<file path="src/rtl/sprite_pkg.sv">
// Shared widths, transparency default and the sprite ROM image for the sprite fetch path.
package sprite_pkg;

   localparam int COORD_W = 10;
   localparam int IDX_W   = 5;
   localparam logic [IDX_W-1:0] TRANSPARENT_DEFAULT = 5'd0;

   // Fixed sprite image, indexed by flat ROM address; reproducible without any external file.
   function automatic logic [IDX_W-1:0] sprite_texel(input logic [15:0] a);
      logic [15:0] t;
      t = a * 16'd13 + (a >> 4) * 16'd7;
      return t[IDX_W-1:0];
   endfunction

endpackage

</file>
<file path="src/rtl/sprite_rom.sv">
// Sprite texel ROM: synchronous read, one cycle latency, 5-bit palette index per texel.
module sprite_rom
   import sprite_pkg::*;
#(
   parameter int ADDR_W = 10
)(
   input  logic              clk,
   input  logic [ADDR_W-1:0] addr,
   output logic [IDX_W-1:0]  data
);

   always_ff @(posedge clk) begin
      data <= sprite_texel(16'(addr));
   end

endmodule

</file>
<file path="src/rtl/sprite_pixel_fetch.sv">
// Sprite pixel fetch: 2-cycle fixed-latency palette index per pixel, no stalls; position changes only at vsync.
// Optional horizontal flip via SPRITE_MIRROR_EN.
module sprite_pixel_fetch
   import sprite_pkg::*;
#(
   parameter int SPRITE_W   = 16,
   parameter int SPRITE_H   = 16,
   parameter int FRAMES     = 4,
   parameter int FRAME_HOLD = 8,
   parameter logic [IDX_W-1:0] TRANSPARENT_IDX = TRANSPARENT_DEFAULT
)(
   input  logic               Clk,
   input  logic               Reset,
   input  logic               vsync_pulse,
   input  logic               pix_valid,
   input  logic [COORD_W-1:0] DrawX,
   input  logic [COORD_W-1:0] DrawY,
   input  logic [COORD_W-1:0] pos_x,
   input  logic [COORD_W-1:0] pos_y,
   input  logic               pos_wr,
   output logic               pos_ack,
   input  logic               anim_en,
`ifdef SPRITE_MIRROR_EN
   input  logic               mirror,
`endif
   output logic [IDX_W-1:0]   index,
   output logic               index_valid,
   output logic               hit
);

   localparam int PIX    = SPRITE_W * SPRITE_H;
   localparam int ADDR_W = $clog2(FRAMES * PIX);
   localparam int FS_W   = (FRAMES > 1) ? $clog2(FRAMES) : 1;
   localparam int HC_W   = (FRAME_HOLD > 1) ? $clog2(FRAME_HOLD) : 1;

   logic [COORD_W-1:0] act_x, act_y, pend_x, pend_y;
   logic               pend_full;
   logic [FS_W-1:0]    frame_sel;
   logic [HC_W-1:0]    hold_cnt;

   logic [COORD_W:0]   dx, dy, col;
   logic               in_box;
   logic [ADDR_W-1:0]  rom_addr;
   logic [IDX_W-1:0]   rom_data;
   logic               s0_valid, s0_in_box;

   // 11-bit offsets so a box hanging past column/row 1023 never wraps back to 0
   assign dx     = {1'b0, DrawX} - {1'b0, act_x};
   assign dy     = {1'b0, DrawY} - {1'b0, act_y};
   assign in_box = (DrawX >= act_x) && (dx < (COORD_W+1)'(SPRITE_W)) &&
                   (DrawY >= act_y) && (dy < (COORD_W+1)'(SPRITE_H));

`ifdef SPRITE_MIRROR_EN
   logic mirror_q;

   always_ff @(posedge Clk) begin
      if (Reset)
         mirror_q <= 1'b0;
      else if (vsync_pulse)
         mirror_q <= mirror;
   end

   assign col = mirror_q ? ((COORD_W+1)'(SPRITE_W - 1) - dx) : dx;
`else
   assign col = dx;
`endif

   assign rom_addr = ADDR_W'(int'(frame_sel) * PIX + int'(dy) * SPRITE_W + int'(col));

   sprite_rom #(
      .ADDR_W (ADDR_W)
   ) u_rom (
      .clk  (Clk),
      .addr (rom_addr),
      .data (rom_data)
   );

   // Position mailbox and animation counters; a pos_wr coincident with vsync stays pending.
   always_ff @(posedge Clk) begin
      if (Reset) begin
         act_x     <= '0;
         act_y     <= '0;
         pend_x    <= '0;
         pend_y    <= '0;
         pend_full <= 1'b0;
         pos_ack   <= 1'b0;
         frame_sel <= '0;
         hold_cnt  <= '0;
      end else begin
         pos_ack <= pos_wr;
         if (vsync_pulse && pend_full) begin
            act_x     <= pend_x;
            act_y     <= pend_y;
            pend_full <= 1'b0;
         end
         if (pos_wr) begin
            pend_x    <= pos_x;
            pend_y    <= pos_y;
            pend_full <= 1'b1;
         end
         if (vsync_pulse && anim_en) begin
            if (hold_cnt == HC_W'(FRAME_HOLD - 1)) begin
               hold_cnt  <= '0;
               frame_sel <= (frame_sel == FS_W'(FRAMES - 1)) ? '0 : frame_sel + 1'b1;
            end else begin
               hold_cnt <= hold_cnt + 1'b1;
            end
         end
      end
   end

   always_ff @(posedge Clk) begin
      if (Reset) begin
         s0_valid    <= 1'b0;
         s0_in_box   <= 1'b0;
         index_valid <= 1'b0;
         index       <= TRANSPARENT_IDX;
         hit         <= 1'b0;
      end else begin
         s0_valid    <= pix_valid;
         s0_in_box   <= in_box;
         index_valid <= s0_valid;
         if (s0_valid && s0_in_box) begin
            index <= rom_data;
            hit   <= (rom_data != TRANSPARENT_IDX);
         end else begin
            index <= TRANSPARENT_IDX;
            hit   <= 1'b0;
         end
      end
   end

endmodule

</file>
<file path="config.mk">
export PLATFORM = sky130hd
export DESIGN_NAME = sprite_pixel_fetch
export DESIGN_NICKNAME = d
export VERILOG_FILES = /design/src/rtl/sprite_pkg.sv /design/src/rtl/sprite_rom.sv /design/src/rtl/sprite_pixel_fetch.sv
export SDC_FILE = /design/constraint.sdc
export NUM_CORES = 1
export LEC_CHECK = 0
export ABC_AREA = 1
export CAP_MARGIN = 25
export CORE_MARGIN = 3
export CORE_UTILIZATION = 50
export DETAILED_ROUTE_END_ITERATION = 6
export GPL_TIMING_DRIVEN = 0
export HOLD_SLACK_MARGIN = 0.06
export PLACE_DENSITY = 0.86
export SKIP_LAST_GASP = 1
export SYNTH_ARGS = -nofsm -noshare
export SYNTH_HDL_FRONTEND = slang
export SYNTH_SLANG_ARGS = --single-unit
export TNS_END_PERCENT = 30
</file>
<file path="constraint.sdc">
create_clock -name Clk -period 17.29 [get_ports Clk]
set_input_delay 2.5935 -clock Clk [delete_from_list [all_inputs] [get_ports Clk]]
set_output_delay 2.5935 -clock Clk [all_outputs]
set_load 0.01 [all_outputs]
</file>
==> results of run 1 <==
## flip-flops by register name, summed over array words and instances (netlist names)
register,cells
act_x,10
act_y,10
pend_x,10
pend_y,10
index,5
u_rom.data,5
hold_cnt,3
frame_sel,2
hit,1
index_valid,1
pend_full,1
pos_ack,1
s0_in_box,1
s0_valid,1
## metal layers
| metal | share of wire, % | routed length [um] | global-route usage (%) | vias to the layer above |
|---|---|---|---|---|
| met2 | 51 | 3930 | 35.7 | 68 |
| met1 | 42 | 3210 | 20.8 | 1491 |
| met4 | 2.5 | 192 | 9.67 | 0 |
| li1 | - | - | - | 1697 |
| met5 | 0 | 0 | 0 | - |
| met3 | 4.9 | 379 | 4.39 | 21 |
## power groups by stage
stage	combinational [uW]	clock, uW	sequential (uW)
detailed placement	338	0	166
CTS	343	133	162
finish	344	131	162
global placement	306	0	165
global route	395	138	164
floorplan	261	0	164
## cells by family after synthesis
kind of cell	synth area share, %
buffers and inverters	9.12
adder cells (fa/ha/maj)	18.6
AO/OA/AOI/OAI	12.3
XOR/XNOR	4.11
flip-flops	33.7
AND/OR/NAND/NOR	22.2
## final cells by class
class	count	area, um^2	share of cell area, %
Clock inverter	6	70.1	1.57
Buffer	13	48.8	1.09
Clock buffer	10	138	3.08
Sequential cell	61	1220	27.3
Timing Repair Buffer	52	520	11.6
Inverter	75	282	6.30
Tap cell	96	120	2.69
Multi-Input combinational cell	343	2070	46.3
## through the flow
step / worst slack [ps] / cell area, um^2 / std cells
finish: 9190 / 4470 / 656
global route: 8850 / 4470 / 656
CTS: 9230 / 4470 / 656
detailed placement: 8890 / 4260 / 640
global placement: 9100 / 4260 / 640
floorplan: 9820 / 3620 / 492
## worst max-delay path: stages
cell,delay (ps)
clkdlybuf4s50_1,400
inv_1,90
ha_1,150
inv_1,50
fa_1,420
nand2_1,100
nand2_1,90
nand3_1,100
nand2_1,50
nand2_1,50
nand2_1,90
ha_1,340
fa_1,440
xnor2_1,300
fa_1,480
fa_1,540
inv_1,50
ha_1,280
ha_1,300
ha_1,350
a21oi_1,170
nand2_1,90
xnor2_1,220
xor2_1,260
or2_1,160
nand2_1,60
nand2_1,60
nand2_1,40
## Yosys cell counts, drive strengths merged
| library cell | count |
|---|---|
| o41ai | 1 |
| o21ai | 45 |
| a21oi | 32 |
| inv | 75 |
| or2 | 3 |
| fa | 8 |
| o21bai | 2 |
| nor2 | 74 |
| a21o | 2 |
| nand4 | 6 |
| clkbuf | 13 |
| xor2 | 11 |
| nand3 | 22 |
| dfxtp | 61 |
| nand2 | 78 |
| o21a | 1 |
| and2 | 1 |
| a31o | 1 |
| nand3b | 4 |
| ha | 41 |
| nor3 | 5 |
| xnor2 | 6 |
## path summary, 6_finish.rpt
check,start,end,slack [ps],depth (start not counted)
setup / recovery,DrawX[0],u_rom.data[4],9190,28
setup reg to reg,act_x[0],u_rom.data[4],11530,26
hold reg to reg,s0_valid,index_valid,420,2
hold / removal,s0_valid,index_valid,420,2
==> flow_summary.ini, run 1 <==
[sta]
slew_violations = 0
timing.final.crit_share_pct = 46.8
hold_slack_ps = 419
setup-tns-final_ps = 0
tightest_slew_ps = 435
max_slew_margin_pct = 71.0
rsz0062_at_grt = no
finalCriticalPeriod_ps = 8100
skew_ps = 8.98
setup_viol_count_final = 0
finalHoldViolCount = 0
maxClockFrequency_ghz = 0.123

[setup_path]
start_kind = input pin
worstSetupPathType = input pin to register
worst-path-max-fanout = 3
cp.required_ps = 17530
cp_data_arrival_time_ps = 8340
critPathCaptureType = register

[die]
core-area_mm2 = 0.00691
chipHeight_um = 91.1
num_rows = 30
fp.dieW_um = 91.1
io_pins = 54
initial_utilization_pct = 52.4
die_area_mm2 = 0.00830

[synthesis]
synth_fp_nets = 587
synth_cell_types = 26
yosysTopAreaCell = dfxtp_1
postSynthAreaPerCell_um2 = 7.36
synth_cells = 492
yosys_warnings = 0
netlist_area_mm2 = 0.00362
yosys-top-cells-area = dfxtp_1 (34%), ha_1 (14%), nand2_1 (8.1%)
synth-seq-cells = 61
ys_seq_area_share_pct = 33.7
yosysTopAreaCellShare_pct = 33.7

[clocking]
cts-root-to-sink-buffers = 2
postCtsSetupRepairBufs = 0
holdBufCountCts = 0
clock_sinks = 61
root_buffer = clkbuf_8
ctsHtreeMaxLevel = 3
clock_latency_ps = 350
cts_buffers = 9
tritoncts = yes
clk_pin_slew_worst_paths_ps = 70
ctsResizeCount = 0

[routing]
routed_wl_mm = 7.71
drc = 0
dr_total_vias = 3277
via_per_inst = 5.00
ant_nets = 0
drt_iter0_drc = 148
drt-pass1-iter-count = 4
avgRoutedWirePerCell_um = 11.8

[cells_and_area]
layout_common_cells = nand2_1 (78), inv_1 (75), nor2_1 (74), dfxtp_1 (61), clkdlybuf4s50_1 (52)
fin_util_pct = 64.7
areaGrowthSynthToFinish_pct = 23.4
drive_above_1_share_pct = 3.57
final_common_cell = nand2_1
nFillCells = 610
nNetsFinal = 650
n_antenna_cell = 0

[power]
power_switching_uw = 261
max-vdd-ir-drop_mv = 0.0833
pwr-share-comb_pct = 54.0
power.density_mw_per_mm2 = 143
p_sw_share_pct = 40.9
p_leak_uw = 0.00213
p_seq_share_pct = 25.5
pwr-share-clk_pct = 20.5
p_int_uw = 377
total_power_uw = 637

[grt]
grt_pass1_vias = 3239
grt_pass1_wl_mm = 13.2
grt_start_max_net_pins = 13
antenna_found_initial = 0
grt.total_usage_pct = 19.5
grt_overflow = 0

[placement]
portBuffers = 52
gp_congestion = 0.815
hpwl_mm = 6.18

[flow_run]
cap_violations = 0

[run_status]
status = finished clean

[hold_path]
hold_class = register to register
(Power assumes the default switching activity.)
==> run 2: changes to the inputs <==
- CORE_UTILIZATION: 50 -> 49
- PLACE_DENSITY: 0.86 -> 0.87
- clock period: 17.29 -> 7.2 ns (I/O delays scaled with it)
==> run 2 against run 1 <==
  * First-iteration DRC count grew 16%
  * Via count fell by 0.73%
  * Hold slack better by 10 ps
  * Utilization is 0.46 points lower
  * Critical path type unchanged
  * Largest cell class unchanged
==> flow_summary.ini, run 2 (synthesis gave the netlist of run 1 again) <==
[run_status]
status = finished clean

[die]
io_pins = 54
initial_utilization_pct = 51.9
fp.dieW_um = 92.0
die_area_mm2 = 0.00846
core-area_mm2 = 0.00698
num_rows = 30
chipHeight_um = 92.0

[cells_and_area]
n_antenna_cell = 0
areaGrowthSynthToFinish_pct = 23.9
drive_above_1_share_pct = 3.57
nNetsFinal = 650
fin_util_pct = 64.2
final_common_cell = nand2_1
layout_common_cells = nand2_1 (78), inv_1 (75), nor2_1 (74), dfxtp_1 (61), clkdlybuf4s50_1 (52)

[sta]
skew_ps = 5.70
tightest_slew_ps = 425
setup_viol_count_final = 0
finalCriticalPeriod_ps = 6410
finalHoldViolCount = 0
rsz0062_at_grt = no
timing.final.crit_share_pct = 89.0
slew_violations = 0
max_slew_margin_pct = 71.6
maxClockFrequency_ghz = 0.156
setup-tns-final_ps = 0

[power]
p_leak_uw = 0.00213
max-vdd-ir-drop_mv = 0.210
pwr-share-comb_pct = 52.4
power_switching_uw = 598
pwr-share-clk_pct = 22.1
p_seq_share_pct = 25.5
p_int_uw = 936
power.density_mw_per_mm2 = 342
p_sw_share_pct = 39.0

[setup_path]
slowest_stage = fa_1
worstSetupPathType = input pin to register
cp_data_arrival_time_ps = 6650
worst-path-max-fanout = 3
start_kind = input pin
cp.required_ps = 7440
slowest_delay_ps = 550
critPathMostFrequentCell = nand2_1
r2r_cells = 25
critPathCaptureType = register

[hold_path]
hold_class = register to register
holdPathStages = 2

[routing]
drt-pass1-iter-count = 4
ant_nets = 0
avgRoutedWirePerCell_um = 12.1
via_per_inst = 4.96
dr_total_vias = 3253
routed_wl_mm = 7.96
drc = 0
drt_iter0_drc = 171

[clocking]
clock_latency_ps = 340
clock_sinks = 61
holdBufCountCts = 0
ctsResizeCount = 0
ctsHtreeMaxLevel = 3
clk_pin_slew_worst_paths_ps = 70
postCtsSetupRepairBufs = 0
cts-root-to-sink-buffers = 2
tritoncts = yes
cts_buffers = 9
root_buffer = clkbuf_8

[grt]
grt_pass1_wl_mm = 13.7
grt_start_max_net_pins = 12
antenna_found_initial = 0
grt_overflow = 0
grt_pass1_vias = 3217
grt.total_usage_pct = 19.9

[placement]
portBuffers = 52
hpwl_mm = 6.39
gp_congestion = 0.914

[flow_run]
cap_violations = 0
## run 2: final cells by class
cell class	count	area, um^2
buffer	13	48.8
multi-input combinational	343	2070
timing repair buffer	52	520
sequential	61	1220
inverter	75	282
fill	600	2500
clock buffer	10	138
clock inverter	6	86.3
tap	96	120
## run 2: path summary, 6_finish.rpt
check / start / end / slack [ps]
worst min-delay path: s0_valid / index_valid / 430
worst min register to register: s0_valid / index_valid / 430
worst max-delay path: DrawX[0] / u_rom.data[4] / 790
worst max register to register: act_x[0] / u_rom.data[4] / 1620
## run 2: routing by layer
metal | share of wire [%] | global-route usage (%) | vias up
met5 | 0 | 0 | -
met4 | 1.9 | 6.93 | 0
met3 | 4.1 | 4.35 | 14
met2 | 52 | 37.0 | 71
met1 | 42 | 22.1 | 1459
li1 | - | - | 1709
## run 2: stage by stage
stage | instance area, um^2 | setup WS (ps) | hold slack [ps] | instances | power [uW]
floorplan | 3620 | 1240 | 400 | 492 | 1020
global placement | 4260 | 513 | 408 | 640 | 1130
detailed placement | 4260 | 458 | 417 | 640 | 1200
CTS | 4490 | 801 | 434 | 656 | 1540
global route | 4490 | 445 | 447 | 656 | 1670
finish | 4490 | 789 | 429 | 656 | 1530
## run 2: power by group through the flow
| stage | logic (uW) | clock network [uW] | registers, uW |
|---|---|---|---|
| 3_5_place_dp | 798 | 0 | 398 |
| 2_1_floorplan | 627 | 0 | 394 |
| 6_report | 804 | 339 | 391 |
| 3_3_place_gp | 738 | 0 | 396 |
| 4_1_cts | 805 | 344 | 391 |
| 5_1_grt | 919 | 358 | 393 |
## run 2: worst max-delay path, delay by kind of cell
family / cells / cell delay, ps
AOI/OAI and AO/OA: 1 / 150
and+or+nand+nor: 10 / 930
xor gates and xnor gates: 3 / 580
adders and majority gates: 9 / 3290
buffers and inverters: 4 / 580
